==> src/rtl/wishbone_arbiter.sv <==
// Two-master round-robin Wishbone arbiter that locks ownership for a whole cyc envelope.
// Optional stalled-strobe watchdog is enabled by defining WB_ARB_TIMEOUT_EN.
module wishbone_arbiter #(
  parameter int ADDR_WIDTH     = 24,
  parameter int TIMEOUT_CYCLES = 255
) (
  input  logic                  clk_i,
  input  logic                  rst_ni,
  input  logic                  m0_cyc_i,
  input  logic                  m0_stb_i,
  input  logic                  m0_we_i,
  input  logic [ADDR_WIDTH-1:0] m0_adr_i,
  input  logic [7:0]            m0_dat_i,
  input  logic [2:0]            m0_cti_i,
  input  logic [1:0]            m0_bte_i,
  output logic                  m0_ack_o,
  output logic                  m0_err_o,
  output logic                  m0_rty_o,
  output logic [7:0]            m0_dat_o,
  input  logic                  m1_cyc_i,
  input  logic                  m1_stb_i,
  input  logic                  m1_we_i,
  input  logic [ADDR_WIDTH-1:0] m1_adr_i,
  input  logic [7:0]            m1_dat_i,
  input  logic [2:0]            m1_cti_i,
  input  logic [1:0]            m1_bte_i,
  output logic                  m1_ack_o,
  output logic                  m1_err_o,
  output logic                  m1_rty_o,
  output logic [7:0]            m1_dat_o,
  output logic                  s_cyc_o,
  output logic                  s_stb_o,
  output logic                  s_we_o,
  output logic [ADDR_WIDTH-1:0] s_adr_o,
  output logic [7:0]            s_dat_o,
  output logic [2:0]            s_cti_o,
  output logic [1:0]            s_bte_o,
  input  logic                  s_ack_i,
  input  logic                  s_err_i,
  input  logic                  s_rty_i,
  input  logic [7:0]            s_dat_i,
  output logic [1:0]            grant_o
);

  typedef enum logic [1:0] {IDLE, OWN0, OWN1} state_t;

  state_t state, state_next;
  logic   last, last_next;
  logic   tout;

`ifdef WB_ARB_TIMEOUT_EN
  localparam int CW = $clog2(TIMEOUT_CYCLES + 1);

  logic [CW-1:0] count;
  logic          owner_cyc, owner_stb, term, stall;

  assign owner_cyc = (state == OWN0 && m0_cyc_i) || (state == OWN1 && m1_cyc_i);
  assign owner_stb = (state == OWN0 && m0_cyc_i && m0_stb_i) ||
                     (state == OWN1 && m1_cyc_i && m1_stb_i);
  assign term      = s_ack_i | s_err_i | s_rty_i;
  assign stall     = owner_stb && !term;
  // The error fires on the stalled cycle that would bring the count to the limit.
  assign tout      = stall && (count == CW'(TIMEOUT_CYCLES - 1));

  always_ff @(posedge clk_i or negedge rst_ni) begin
    if (!rst_ni)                        count <= '0;
    else if (!owner_cyc || term || tout) count <= '0;
    else if (owner_stb)                 count <= count + 1'b1;
  end
`else
  assign tout = 1'b0;
`endif

  always_ff @(posedge clk_i or negedge rst_ni) begin
    if (!rst_ni) begin
      state   <= IDLE;
      last    <= 1'b1;
      grant_o <= 2'b00;
    end else begin
      state   <= state_next;
      last    <= last_next;
      grant_o <= {state_next == OWN1, state_next == OWN0};
    end
  end

  // A dropping owner hands over in the same cycle, so the other master never sees an idle gap.
  always_comb begin
    state_next = state;
    last_next  = last;
    case (state)
      IDLE: begin
        if (m0_cyc_i && (!m1_cyc_i || last)) begin
          state_next = OWN0;
          last_next  = 1'b0;
        end else if (m1_cyc_i) begin
          state_next = OWN1;
          last_next  = 1'b1;
        end
      end
      OWN0: begin
        if (!m0_cyc_i) begin
          state_next = m1_cyc_i ? OWN1 : IDLE;
          if (m1_cyc_i) last_next = 1'b1;
        end
      end
      OWN1: begin
        if (!m1_cyc_i) begin
          state_next = m0_cyc_i ? OWN0 : IDLE;
          if (m0_cyc_i) last_next = 1'b0;
        end
      end
      default: state_next = IDLE;
    endcase
  end

  always_comb begin
    s_cyc_o  = 1'b0;
    s_stb_o  = 1'b0;
    s_we_o   = 1'b0;
    s_adr_o  = '0;
    s_dat_o  = '0;
    s_cti_o  = '0;
    s_bte_o  = '0;
    m0_ack_o = 1'b0;
    m0_err_o = 1'b0;
    m0_rty_o = 1'b0;
    m0_dat_o = '0;
    m1_ack_o = 1'b0;
    m1_err_o = 1'b0;
    m1_rty_o = 1'b0;
    m1_dat_o = '0;
    case (state)
      OWN0: begin
        s_cyc_o  = m0_cyc_i & ~tout;
        s_stb_o  = m0_stb_i & ~tout;
        s_we_o   = m0_we_i;
        s_adr_o  = m0_adr_i;
        s_dat_o  = m0_dat_i;
        s_cti_o  = m0_cti_i;
        s_bte_o  = m0_bte_i;
        m0_ack_o = s_ack_i;
        m0_err_o = s_err_i | tout;
        m0_rty_o = s_rty_i;
        m0_dat_o = s_dat_i;
      end
      OWN1: begin
        s_cyc_o  = m1_cyc_i & ~tout;
        s_stb_o  = m1_stb_i & ~tout;
        s_we_o   = m1_we_i;
        s_adr_o  = m1_adr_i;
        s_dat_o  = m1_dat_i;
        s_cti_o  = m1_cti_i;
        s_bte_o  = m1_bte_i;
        m1_ack_o = s_ack_i;
        m1_err_o = s_err_i | tout;
        m1_rty_o = s_rty_i;
        m1_dat_o = s_dat_i;
      end
      default: ;
    endcase
  end

endmodule

==> config.mk <==
export PLATFORM = sky130hd
export DESIGN_NAME = wishbone_arbiter
export DESIGN_NICKNAME = d
export VERILOG_FILES = /design/src/rtl/wishbone_arbiter.sv
export SDC_FILE = /design/constraint.sdc
export NUM_CORES = 1
export LEC_CHECK = 0
export ABC_CLOCK_PERIOD_IN_PS = 1800
export CAP_MARGIN = 20
export CORE_MARGIN = 3
export CORE_UTILIZATION = 20
export DETAILED_ROUTE_END_ITERATION = 8
export PLACE_DENSITY = 0.81
export SYNTH_ARGS = -nofsm -noshare
export SYNTH_HDL_FRONTEND = slang
export SYNTH_SLANG_ARGS = --single-unit
==> constraint.sdc <==
create_clock -name clk_i -period 1.8 [get_ports clk_i]
set_input_delay 0.36 -clock clk_i [delete_from_list [all_inputs] [get_ports clk_i]]
set_output_delay 0.36 -clock clk_i [all_outputs]
set_load 0.005 [all_outputs]
==> flow_summary.toml, run 1 <==
[run_status]
status = "finished, violations left"
violations = "setup timing"

[route]
vias = 1909
dr.pass1.iters = 4
wl_um = 6600
drt_iter0_markers = 48
ant_nets = 0
vias_per_cell = 4.70
drc = 0
avgRoutedWirePerCell_um = 16.3

[worst_setup_path]
end_kind = "output port"
slowest_delay_ns = 0.39
arrival_ns = 1.59
start_kind = "register"
crit_type = "reg2out"
crit_fanout = 5
cp_slowest_cell = "dfrtp_1"
reg2reg_from = "state[1]$_DFF_PN0_"
crit_chain = "buf_6 > ha_4 > buf_12 > buf_12 > buf_6 > a22oi_2 > nor2_1 > buf_2"
crit_required_ns = 1.44
crit_start = "state[0]$_DFF_PN0_"

[finish]
antenna_cells = 0
regArea_um2 = 126
area_growth_pct = 236
fin_util_pct = 72.7
final_common_cell = "clkdlybuf4s50_1"
final_cell_mix = "94 x clkdlybuf4s50_1, 44 x buf_2, 39 x a22oi_2"
multi_input_area_mm2 = 0.00109
post_route_cells_drive_above_1_share_pct = 50.7
final.fill_count = 337
final_cells = 406
nNetsFinal = 440

[synthesis]
async_flop_share_pct = 100
netlist_area_um2 = 987
yosysSeqAreaShare_pct = 12.8
ys_ff_latch = 5
synth_cells = 154
synth_edf_count = 0
syn_nets = 252
synth_cell_types = 23
avgSynthCellArea_um2 = 6.41
yosys_warnings = 0
synthFlopType = "dfrtp_1"

[clocking]
cts_tree = "done"
clkLatencyLatePin_ns = 0.22
cts.sinks = 5
h-tree-depth = 1
path_clk_slew_ns = 0.03
cts_buffers = 3
clock_path_buffers = 2
postCtsHoldBufs = 0
clock-root-buffer = "clkbuf_8"

[timing]
hold_ws_ns = 0.369
fin_crit_sh_pct = 108
rsz0062_at_grt = "yes"
clock_skew_ns = 0.000277
fin_tns_setup_ns = -4.69
setup_viol = 51
worst_slack_ns = -0.149
slew_headroom_pct = 74.9
worst_slew_pin_slew_ns = 0.376
hold_viol = 0
period_needed_ns = 1.95
slew_viol_final = 0
max_freq_mhz = 513

[grt]
grt_use_total_pct = 20.9
first_global_vias = 2006
grt_max_degree = 27
grt_pass1_wl_um = 10000
overflow = 0
antenna_found_initial = 0

[die]
fp.dieH_um = 76.3
chipWidth_um = 76.3
die_area_mm2 = 0.00581
io_pins = 157
start_util_pct = 21.6
core_area_mm2 = 0.00456
rows = 24

[placed_design]
dp_hpwl_um = 4420
dp.cells = 378
place_congestion = 0.814
numPortBuffers = 156
pre_cts_ws_ns = -0.285

[power_and_ir_drop]
switching_share_pct = 40.7
power_switching_mw = 1.87
power.density_mw_per_mm2 = 1390
p_clk_share_pct = 4.4
leakagePower_nw = 1.43
peakVddDrop_mv = 0.742
combPwrFrac_pct = 91.2
p_seq_share_pct = 4.4
internal_power_mw = 2.73

[run]
maxCapViolations = 0

[worst_hold_path]
hp-class = "in2async"
[flip-flops by register name, indices dropped and copies added, names as in the netlist]
| name | flops |
|---|---|
| state | 2 |
| grant_o | 2 |
| last | 1 |
[worst max-delay path, delay by kind of cell (launching register included)]
family	cells	cell delay, ns
buffers and inverters	5	0.63
AOI/OAI and AO/OA	1	0.12
adders and majority gates	1	0.17
DFF	1	0.39
and+or+nand+nor	1	0.06
[final cells by class]
cell class              count  area share (%)
multi-input cells         129            33.0
clock buffers               4            1.36
inverters                   4           0.830
repair buffers            199            58.6
well taps                  65            2.45
flip-flops and latches      5            3.81
[what timing repair did]
item,4_1_cts,5_1_grt
pin swaps,39,37
hold endpoints to repair,0,0
cloned,5,2
gates resized for setup,294,56
endpoints found under the setup margin,62,67
setup buffers,17,4
[stage by stage]
step	total power, mW	cell area (um2)
6_report	4.60	3320
5_1_grt	4.90	3320
4_1_cts	4.25	3240
3_5_place_dp	3.12	2760
3_3_place_gp	3.07	2760
2_1_floorplan	1.41	990
[synthesized netlist by cell type, types with 2 or more instances]
library cell / instances / area share [%]
clkbuf_1: 14 / 5.3
nor2_1: 43 / 16
and2b_1: 2 / 1.5
and2_1: 23 / 15
dfrtp_1: 4 / 10
inv_1: 3 / 1.1
a22oi_1: 39 / 30
ha_1: 5 / 6.3
nand2_1: 7 / 2.7
[per-layer routing]
layer  vias to the layer above  part of all wire, %  track usage, %  wire [um]
li1                        918                    -               -          -
met1                       893                   37            22.1       2440
met2                        94                   55            41.7       3660
met3                         4                  7.0            3.90        465
met4                         0                 0.56            5.25         37
met5                         -                    0               0          0
[logic make-up after synthesis]
group                      count (synthesis)  share of synthesized area (%)
adders and majority gates                  5                           6.34
DFF                                        5                           12.8
AOI/OAI and AO/OA                         46                           35.4
and+or+nand+nor                           78                           37.8
buffers and inverters                     20                           7.73
[power groups by stage]
stage          Combinational, mW  Clock [mW]  Sequential, mW
5_1_grt                     4.47       0.218           0.210
6_report                    4.20       0.203           0.201
3_3_place_gp                2.88           0           0.193
3_5_place_dp                2.93           0           0.196
2_1_floorplan               1.20           0           0.206
4_1_cts                     3.84       0.208           0.198
[path summary, 6_finish.rpt]
check	end	slack [ns]	cells after the start
worst max-delay path	s_adr_o[9]	-0.15	8
worst min-delay path	grant_o[1]$_DFF_PN0_	0.37	1
worst max register to register	grant_o[0]$_DFF_PN0_	0.01	10
worst min register to register	last$_DFFE_PN1P_	0.55	2
max in group asynchronous	last$_DFFE_PN1P_	1.18	1
min in group clk_i	last$_DFFE_PN1P_	0.55	2
Power figures use the tool's default switching activity.
==> run 2: changes to the inputs <==
- ABC_CLOCK_PERIOD_IN_PS: 1800 -> default
- CTS_CLUSTER_DIAMETER: default -> 40
==> results of run 2 <==
The final DEF is identical to that of run 1; final timing and power are the same.
==> RTL change, RTL diff (flow settings as in run 1) <==
`ADDR_WIDTH`: 24 -> 12.
--- a/src/rtl/wishbone_arbiter.sv
+++ b/src/rtl/wishbone_arbiter.sv
@@ -3,3 +3,3 @@
 module wishbone_arbiter #(
-  parameter int ADDR_WIDTH     = 24,
+  parameter int ADDR_WIDTH     = 12,
   parameter int TIMEOUT_CYCLES = 255
Ports: changed (resized m0_adr_i, m1_adr_i and s_adr_o); port bits go from 157 to 121. The function was not compared with the original's and may differ.
==> RTL change against run 1 <==
The run still ends with setup timing left; synthesized cell count down 19%; first-iteration DRC count stayed put; total power shrank 12%; area after synthesis fell by 16%; setup slack worse by 0.0042 ns; worst hold slack got worse by 0.0050 ns; count of clock-buffer cells in the layout did not move; non-clock buffer count shrank 45; register-to-register slack got worse by 0.04 ns; cell area shrank 15%; sequential cell count stayed put; wire length fell by 16%; critical path type unchanged; largest power group unchanged.
==> RTL change: results (changes against run 1) <==
- The non-clock inverter count in the final layout was 6 (+2).
- The static leakage came to 1.20 nW (-16%).
- In the post-synthesis netlist, the biggest area contributors are sky130_fd_sc_hd__a22oi_1, sky130_fd_sc_hd__and2_1, sky130_fd_sc_hd__nor2_1.
- The final-layout non-clock buffer area share was 0.548 (-0.0376).
- The final RePlAce weighted congestion is 0.913 (+12%).
- The worst-case vdd ir drop was 0.636 mV (-14%).
- The clock network contribution to total cell area was 0.0161 (+0.00249).
- The largest clock skew in the final design is 0.00549 ns (+0.00522 ns).
- The count of filler cells inserted in the layout is 281 (-17%).
- The non-filler instance count after layout is 322 (-21%).
- The global-route wire length before repair was 8250 um (-18%).
- The final cell utilization of the core is 0.733 (+0.00586).
- The post-route worst setup slack is -0.153 ns (-0.00417 ns).
- The synthesized net count is 198 (-21%).
- The final reports fail on setup timing.
- The largest fanout on the critical path is 6 (+1).
- The number of nets in the final layout is 349 (-21%).
- The number of input and output port buffers inserted is 120 (-23%).
- The placed wire-length estimate after detailed placement is 3500 um (-21%).
- The slew of the pin with the lowest slew margin was 0.329 ns (-0.0471 ns).
- The maximum number of pins on one net before global-route repair is 15 (-44%).
- The count of unique library cells instantiated by Yosys is 24 (+4.3%).
- The total placed instance area is 2200 um2 (-21%).
- The via total after detailed routing was 1598 (-16%).
- The number of setup violations in the final report is 30 (-41%).
- The fraction of final layout cells sized beyond drive strength 1 is 0.631 (+0.124).
- The total length of routed wires is 5520 um (-16%).
- The number of instances resized during post-cts repair is 227 (-23%).
- The total die area is 4970 um2 (-15%).
- The final sum of negative setup slack was -2.95 ns (+1.74 ns).
- The worst slack at placement is -0.320 ns (-0.0353 ns).
- The number of global-route vias before repair is 1657 (-17%).
- The run finished, with violations left.
- The number of buffers inserted by post-CTS setup repair is 11 (-6).
- The complex-gate fraction of the synthesized area was 0.304 (-0.0499).
- The post-synthesis area per instance is 6.71 um2 (+4.7%).
- The combined global-route utilization of all metal layers was 0.208 (-0.00115).
==> RTL change: metal layers <==
metal	routed length, um	global-route usage	vias up
li1	-	-	742
met1	1890	0.224	749
met2	3090	0.400	93
met3	393	0.0388	14
met4	149	0.0681	0
met5	0	0	-
==> RTL change: worst max-delay path, delay by kind of cell (launching register included) <==
family	cells	cell delay [ns]
adder cells (fa/ha/maj)	1	0.18
AO/OA/AOI/OAI	1	0.18
buffers and inverters	4	0.54
flip-flops	1	0.39
AND/OR/NAND/NOR	1	0.08
==> RTL change: final timing paths <==
check	from	end	cells past startpoint	slack [ns]
min in group clk_i	last	last	2	0.57
max in group asynchronous	rst_ni	last	1	1.17
min reg2reg	last	last	2	0.57
min	rst_ni	grant_o[0]	1	0.36
max	state[1]	s_adr_o[1]	7	-0.15
max reg2reg	state[1]	grant_o[1]	9	-0.03
==> RTL change: where the power goes <==
part	total (mW)	internal (mW)	switching, mW
sequential	0.221	0.173	0.0485
combinational	3.60	1.99	1.61
clock	0.214	0.153	0.0618
